File: src/rtl/data_mem_ctrl.sv
// Load/store controller: turns one CPU byte/half/word request into a single
// byte-enabled SRAM word access. Load data comes back lane-aligned and
// extended. Misaligned and out-of-range requests are rejected with no access.
module data_mem_ctrl #(
    parameter int unsigned ADDR_W = 10
) (
    input  logic              CLK,
    input  logic              RST,
    input  logic              REQ,
    input  logic              WE,
    input  logic [31:0]       ADDR,
    input  logic [31:0]       WDATA,
    input  logic [1:0]        SIZE,
    input  logic              UNS,
    output logic [31:0]       RDATA,
    output logic              READY,
    output logic              ERR,
    output logic              MEM_EN,
    output logic              MEM_WE,
    output logic [ADDR_W-1:0] MEM_ADDR,
    output logic [3:0]        MEM_BE,
    output logic [31:0]       MEM_WDATA,
    input  logic [31:0]       MEM_RDATA
);

    localparam logic [1:0] SZ_BYTE = 2'b00;
    localparam logic [1:0] SZ_HALF = 2'b01;
    localparam logic [1:0] SZ_WORD = 2'b10;
    localparam logic [1:0] SZ_ILL  = 2'b11;

    typedef enum logic [2:0] {
        IDLE   = 3'd0,
        ACCESS = 3'd1,
        RDWAIT = 3'd2,
        DONE   = 3'd3,
        FAULT  = 3'd4
    } state_t;

    state_t      state;
    logic        cap_we;
    logic        cap_uns;
    logic [1:0]  cap_size;
    logic [1:0]  cap_lo;

    logic        req_fault;
    logic [3:0]  req_be;
    logic [31:0] req_wdata;
    logic [7:0]  rd_byte;
    logic [15:0] rd_half;
    logic [31:0] rd_ext;

    // Request decode; only ever consumed by registers at acceptance.
    always_comb begin
        req_fault = (SIZE == SZ_ILL)
                  | ((SIZE == SZ_HALF) & ADDR[0])
                  | ((SIZE == SZ_WORD) & (ADDR[1:0] != 2'b00))
                  | ((ADDR >> (ADDR_W + 2)) != 32'd0);
        case (SIZE)
            SZ_BYTE: req_be = 4'b0001 << ADDR[1:0];
            SZ_HALF: req_be = 4'b0011 << {ADDR[1], 1'b0};
            default: req_be = 4'b1111;
        endcase
        req_wdata = WDATA << {ADDR[1:0], 3'b000};
    end

    // Lane select and sign/zero extension of the SRAM read word.
    always_comb begin
        rd_byte = 8'(MEM_RDATA >> {cap_lo, 3'b000});
        rd_half = 16'(MEM_RDATA >> {cap_lo[1], 4'b0000});
        case (cap_size)
            SZ_BYTE: rd_ext = cap_uns ? {24'd0, rd_byte} : {{24{rd_byte[7]}}, rd_byte};
            SZ_HALF: rd_ext = cap_uns ? {16'd0, rd_half} : {{16{rd_half[15]}}, rd_half};
            default: rd_ext = MEM_RDATA;
        endcase
    end

    // Controller FSM; every output is a register, pulses default low each cycle.
    always_ff @(posedge CLK or posedge RST) begin
        if (RST) begin
            state     <= IDLE;
            cap_we    <= 1'b0;
            cap_uns   <= 1'b0;
            cap_size  <= 2'b00;
            cap_lo    <= 2'b00;
            RDATA     <= 32'd0;
            READY     <= 1'b0;
            ERR       <= 1'b0;
            MEM_EN    <= 1'b0;
            MEM_WE    <= 1'b0;
            MEM_ADDR  <= '0;
            MEM_BE    <= 4'd0;
            MEM_WDATA <= 32'd0;
        end else begin
            READY     <= 1'b0;
            ERR       <= 1'b0;
            MEM_EN    <= 1'b0;
            MEM_WE    <= 1'b0;
            MEM_ADDR  <= '0;
            MEM_BE    <= 4'd0;
            MEM_WDATA <= 32'd0;
            case (state)
                IDLE: begin
                    if (REQ) begin
                        cap_we   <= WE;
                        cap_uns  <= UNS;
                        cap_size <= SIZE;
                        cap_lo   <= ADDR[1:0];
                        if (req_fault) begin
                            READY <= 1'b1;
                            ERR   <= 1'b1;
                            state <= FAULT;
                        end else begin
                            MEM_EN    <= 1'b1;
                            MEM_WE    <= WE;
                            MEM_ADDR  <= ADDR[ADDR_W+1:2];
                            MEM_BE    <= req_be;
                            MEM_WDATA <= req_wdata;
                            state     <= ACCESS;
                        end
                    end
                end
                ACCESS: begin
                    if (cap_we) begin
                        READY <= 1'b1;
                        state <= DONE;
                    end else begin
                        state <= RDWAIT;
                    end
                end
                RDWAIT: begin
                    RDATA <= rd_ext;
                    READY <= 1'b1;
                    state <= DONE;
                end
                DONE:    state <= IDLE;
                FAULT:   state <= IDLE;
                default: state <= IDLE;
            endcase
        end
    end

endmodule

File: config.mk
export PLATFORM = sky130hd
export DESIGN_NAME = data_mem_ctrl
export DESIGN_NICKNAME = d
export VERILOG_FILES = /design/src/rtl/data_mem_ctrl.sv
export SDC_FILE = /design/constraint.sdc
export NUM_CORES = 1
export LEC_CHECK = 0
export BUFFER_PORTS_ARGS = -buffer_cell sky130_fd_sc_hd__buf_2
export CELL_PAD_IN_SITES_DETAIL_PLACEMENT = 1
export CELL_PAD_IN_SITES_GLOBAL_PLACEMENT = 1
export CORE_UTILIZATION = 35
export DETAILED_ROUTE_END_ITERATION = 6
export MAX_ROUTING_LAYER = met4
export PLACE_DENSITY = 0.92
export SLEW_MARGIN = 40
export SYNTH_ARGS = -nofsm -noshare
export SYNTH_HDL_FRONTEND = slang
export SYNTH_SLANG_ARGS = --single-unit
File: constraint.sdc
create_clock -name CLK -period 3 [get_ports CLK]
set_input_delay 0.3 -clock CLK [delete_from_list [all_inputs] [get_ports CLK]]
set_output_delay 0.3 -clock CLK [all_outputs]
set_load 0.05 [all_outputs]
# ---- After elaboration in Yosys (flattened, before gate mapping)
# Index checks and enable logic that the tools add are counted.
dict set report totals {
  reg_bits 91
  output_inout_bits 82
}
dict set report op_classes {
  n_eq_ne 7
  shifts 5
  muxes 28
  n_bitwise 5
  reduce_logical 6
}
# operator count
set op_table {}
lappend op_table {{$mux 32} 5}
lappend op_table {{$pmux 32 s2} 1}
lappend op_table {{$reduce_bool 32->1} 1}
lappend op_table {{$shl 32x5->32} 1}
lappend op_table {{$shr 32x5->16} 1}
lappend op_table {{$shr 32x5->8} 1}
lappend op_table {{$mux 10} 3}
lappend op_table {{$mux 4} 3}
lappend op_table {{$mux 1} 11}
lappend op_table {{$pmux 3 s3} 1}
lappend op_table {{$pmux 4 s2} 1}
lappend op_table {{$mux 3} 2}
lappend op_table {{$eq 2x1->1 const B} 2}
lappend op_table {{$eq 2x2->1 const B} 2}
lappend op_table {{$logic_not 2->1} 2}
lappend op_table {{$shl 1x2->4 const A} 1}
lappend op_table {{$shl 2x2->4 const A} 1}
lappend op_table {{$eq 3x1->1 const B} 1}
lappend op_table {{$eq 3x2->1 const B} 1}
lappend op_table {{$logic_not 3->1} 1}
lappend op_table {{$or 1x1->1} 3}
lappend op_table {{$pmux 1 s3} 1}
lappend op_table {{$and 1x1->1} 2}
lappend op_table {{$ne 2x2->1 const B} 1}
lappend op_table {{2 further kinds} 2}

# ---- Logic depth before layout (Yosys ltp)
dict set report depth {
  ltp_word 8
  mapped_depth 6
}

# ---- Worst setup path after synthesis
# OpenSTA, ideal clock, no wires.
dict set report synth_path {
  kind {reg2reg}
  startpoint {reg cap_lo[1]}
  endpoint {reg RDATA[16]}
  setup_ns 0.132
  arrival_ns 1.721
  required_ns 2.868
  path_slack_ns 1.147
  path_stages_with_launch 7
  n_path_buf 2
  cell_sequence {dfrtp_1 buf_6 mux4_2 a221o_1 buf_2 a22oi_1 o21ai_1}
}
dict set report synth_via {
  elab_chain_len 3
  elab_cells_between_ends 5
}
# item line_no
set synth_rtl {}
lappend synth_rtl {{start, declared} 43} ;# logic [1:0] cap_lo;
lappend synth_rtl {{start signal, assigned} 107} ;# cap_lo <= ADDR[1:0];
lappend synth_rtl {{$shr 32x5->16 or $shr 32x5->8 (tied branches)} {69, 68}}
lappend synth_rtl {{$mux 32 (on tied branches)} {72, 71}}
lappend synth_rtl {{$pmux 32 s2 (*)} 70} ;# case (cap_size)
lappend synth_rtl {{end signal, assigned} 131} ;# RDATA <= rd_ext;
lappend synth_rtl {{end, declared} 15} ;# output logic [31:0] RDATA,
# Mark *: on every way between the ends. The rest lies on a longest branch, timed or not.
# A chain may end at the register's enable or synchronous reset.

# ---- Worst setup path after layout
dict set report layout_path {
  startpoint {reg state[0]}
  endpoint {reg RDATA[5]}
}
dict set report layout_via {
  elab_chain_len 1
}
# item line_no
set layout_rtl {}
lappend layout_rtl {{start, declared} 39} ;# state_t state;
lappend layout_rtl {{start signal, assigned} 80} ;# state <= IDLE;
lappend layout_rtl {{start signal, assigned} 111} ;# state <= FAULT;
lappend layout_rtl {{start signal, assigned} 118} ;# state <= ACCESS;
lappend layout_rtl {{$eq 3x2->1} 101} ;# case (state)
# Every way passes these cells.

==> impl_metrics.tcl <==
set metrics [dict create \
    p_int_mw 2.839 \
    syn_area_um2 4230 \
    min_path_type "in -> async" \
    rows 39 \
    synth-seq-cells 91 \
    diodes 0 \
    worstSetupPathType "reg -> reg" \
    endpoint_kind "register" \
    first_iter_violations 207 \
    htreeDepth 3 \
    p_switching_mw 2.199 \
    wl_per_cell_um 18.30 \
    p_leak_nw 2.849 \
    dieArea_um2 12530 \
    p_comb_frac 0.412 \
    cap_violations 0 \
    ys_warn_count 0 \
    skew_ns 0.008382 \
    synthTopCellsByCount "dfrtp_1 (91), nand2_1 (34), nor2_1 (32)" \
    grt_max_degree 47 \
    min_period_ns 2.116 \
    period_share 0.7054 \
    irDropWorstVdd_mv 0.2942 \
    num_vias 3926 \
    slowest_delay_ns 0.61 \
    layout.nets 688 \
    grt_pass1_wl_mm 21.51 \
    cts-root-buf "clkbuf_16" \
    ys_async_sr_fraction 1.000 \
    clock_sinks 91 \
    synth_edf_count 0 \
    relSlewSlack 0.4880 \
    total_power_mw 5.037 \
    postSynthAreaPerCell_um2 10.29 \
    crit_chain "or3b_1 > buf_4 > a2111oi_0 > nor2_1" \
    clk_pin_slew_ns 0.07 \
    violations "design-rule violations" \
    r2r_end "RDATA[5]" \
    p_seq_frac 0.341 \
    cp_slowest_cell "or3b_1" \
    worst_ep_required_time_ns 3.21 \
    status "complete, but fails checks" \
    ant_nets 0 \
    io_pins 185 \
    clk_latency_ns 0.34 \
    grt-ovfl-total 0 \
    rsz0062_at_grt "no" \
    track_usage 0.2289 \
    reg2reg_slack_ns 0.88 \
    ys_top_cells_by_area "dfrtp_1 (54%), mux2i_1 (6.2%), a21oi_1 (3.3%)" \
    synth_top_area_frac 0.5383 \
    gp_congestion 0.8443 \
    synth_most_common_cell "dfrtp_1" \
    synthCells 411 \
    clockPowerShare 0.247 \
    cts_buffers 9 \
    worstMarginPinSlew_ns 0.7664 \
    post_cts_buffers 0 \
    yosysTopAreaCell "dfrtp_1" \
    drt-pass1-iter-count 7 \
    drive_above_1_share 0.3814 \
    maxSlewViolCount 0 \
    timing.critical_path.arrival_ns 2.33 \
    die_w_um 111.9 \
    ctsHoldBuffers 0 \
    ys.flop_type "dfrtp_1" \
    synth_cell_types 40 \
    die_y_um 111.9 \
    syn_nets 514 \
    p_sw_frac 0.4365 \
    setup_viol 0 \
    cts.path.max_buffers 2 \
    worstPathMaxFanout 31 \
    r2r_start "state[0]" \
    drc 11 \
    hold_viol_final 0 \
    routed_wl_mm 13.41 \
    setup_tns_ns 0 \
    antenna_found_initial 0 \
    reg2reg_depth 4 \
    post_cts_resized 0 \
    cts_tree "built" \
    vias_per_cell 5.356 \
    cp-start-kind "register" \
    seq_area_frac_synth 0.5383 \
    hpwl_mm 9.820 \
    fmax_mhz 472.6 \
    syn_to_final_growth_pct 32.62 \
    first_global_vias 4212 \
    start_util 0.3643 \
    power_density_nw_per_um2 897.9 \
    coreArea_um2 11610 \
    numPortBuffers 184 \
]
==> layer usage <==
| metal | global-route usage | part of all wire | vias up |
|---|---|---|---|
| met3 | 0.05063 | 0.066 | 18 |
| met4 | 0.08800 | 0.019 | 0 |
| li1 | - | - | 1818 |
| met5 | - | 0 | - |
| met1 | 0.2561 | 0.40 | 1943 |
| met2 | 0.3979 | 0.52 | 147 |
==> critical path, delay by kind of cell, from the launching register on <==
kind	cells	cell delay [ns]
and+or+nand+nor	2	0.70
DFF	1	0.45
AOI/OAI and AO/OA	1	0.51
buffers and inverters	1	0.32
==> power groups by stage <==
stage                     combinational, mW  sequential [mW]  clock (mW)
after global routing                   2.22             1.75        1.31
after global placement                 2.00             1.72           0
after floorplan                       0.883             2.35           0
after CTS                              2.09             1.72        1.27
final                                  2.08             1.72        1.25
after detailed placement               2.07             1.74           0
==> cell families after synthesis <==
logic type	share of synthesized area
XOR/XNOR	0.002071
flip-flops	0.5383
AO/OA/AOI/OAI	0.1597
AND/OR/NAND/NOR	0.1852
multiplexers	0.08015
buffers and inverters	0.03460
==> cell usage in the layout, fill, tap and decap left out, types with 5 or more instances in the layout <==
cell type and n:
and2_1 12, nand3b_1 10, nand2b_1 5, o21ai_1 9
nor2_1 32, buf_2 184, clkbuf_16 9, nand2_1 34
o21ai_0 25, dfrtp_1 91, nor4b_1 8, a221oi_1 5
a22oi_1 9, nor4_1 5, nor2b_1 12, a211oi_1 16
mux2_2 5, buf_4 11, o211ai_1 7, nor3_1 17
mux2i_1 26, a21oi_1 28
==> layout make-up <==
type                       instances  area, um^2
fill                            1363        6003
clock buffer                      10       239.0
tap                              143       178.9
inverter                           4       16.27
timing repair buffer             195        1003
clock inverter                     6       88.84
sequential                        91        2277
multi-input combinational        284        1807
==> worst max path at each step <==
stage / endpoint / cells after the start / from / slack, ns
floorplan: ERR / 1 / RST / 0.34
finish: RDATA[5] / 4 / state[0] / 0.88
CTS: RDATA[5] / 4 / state[0] / 0.90
global placement: RDATA[4] / 4 / state[0] / 1.01
detailed placement: RDATA[5] / 4 / state[0] / 0.91
global route: RDATA[5] / 4 / state[0] / 0.77
==> sequential cells by signal (all words and copies together) (netlist names) <==
name and count:
ERR 1, MEM_ADDR 10, MEM_BE 4, MEM_EN 1
MEM_WDATA 32, MEM_WE 1, RDATA 32, READY 1
cap_lo 2, cap_size 2, cap_uns 1, cap_we 1
state 3
==> metrics by stage <==
step | util | hold WS, ns | cells | area [um^2] | setup WS (ns)
final | 0.4831 | 0.09720 | 733 | 5610 | 0.8838
after detailed placement | 0.4549 | 0.4696 | 717 | 5283 | 0.9134
after global placement | 0.4549 | 0.4579 | 717 | 5283 | 1.009
after CTS | 0.4831 | 0.1174 | 733 | 5610 | 0.9025
after floorplan | - | 0.4054 | 411 | 4230 | 0.3364
after global routing | 0.4831 | 0.1515 | 733 | 5610 | 0.7747
(Power assumes the default switching activity.)
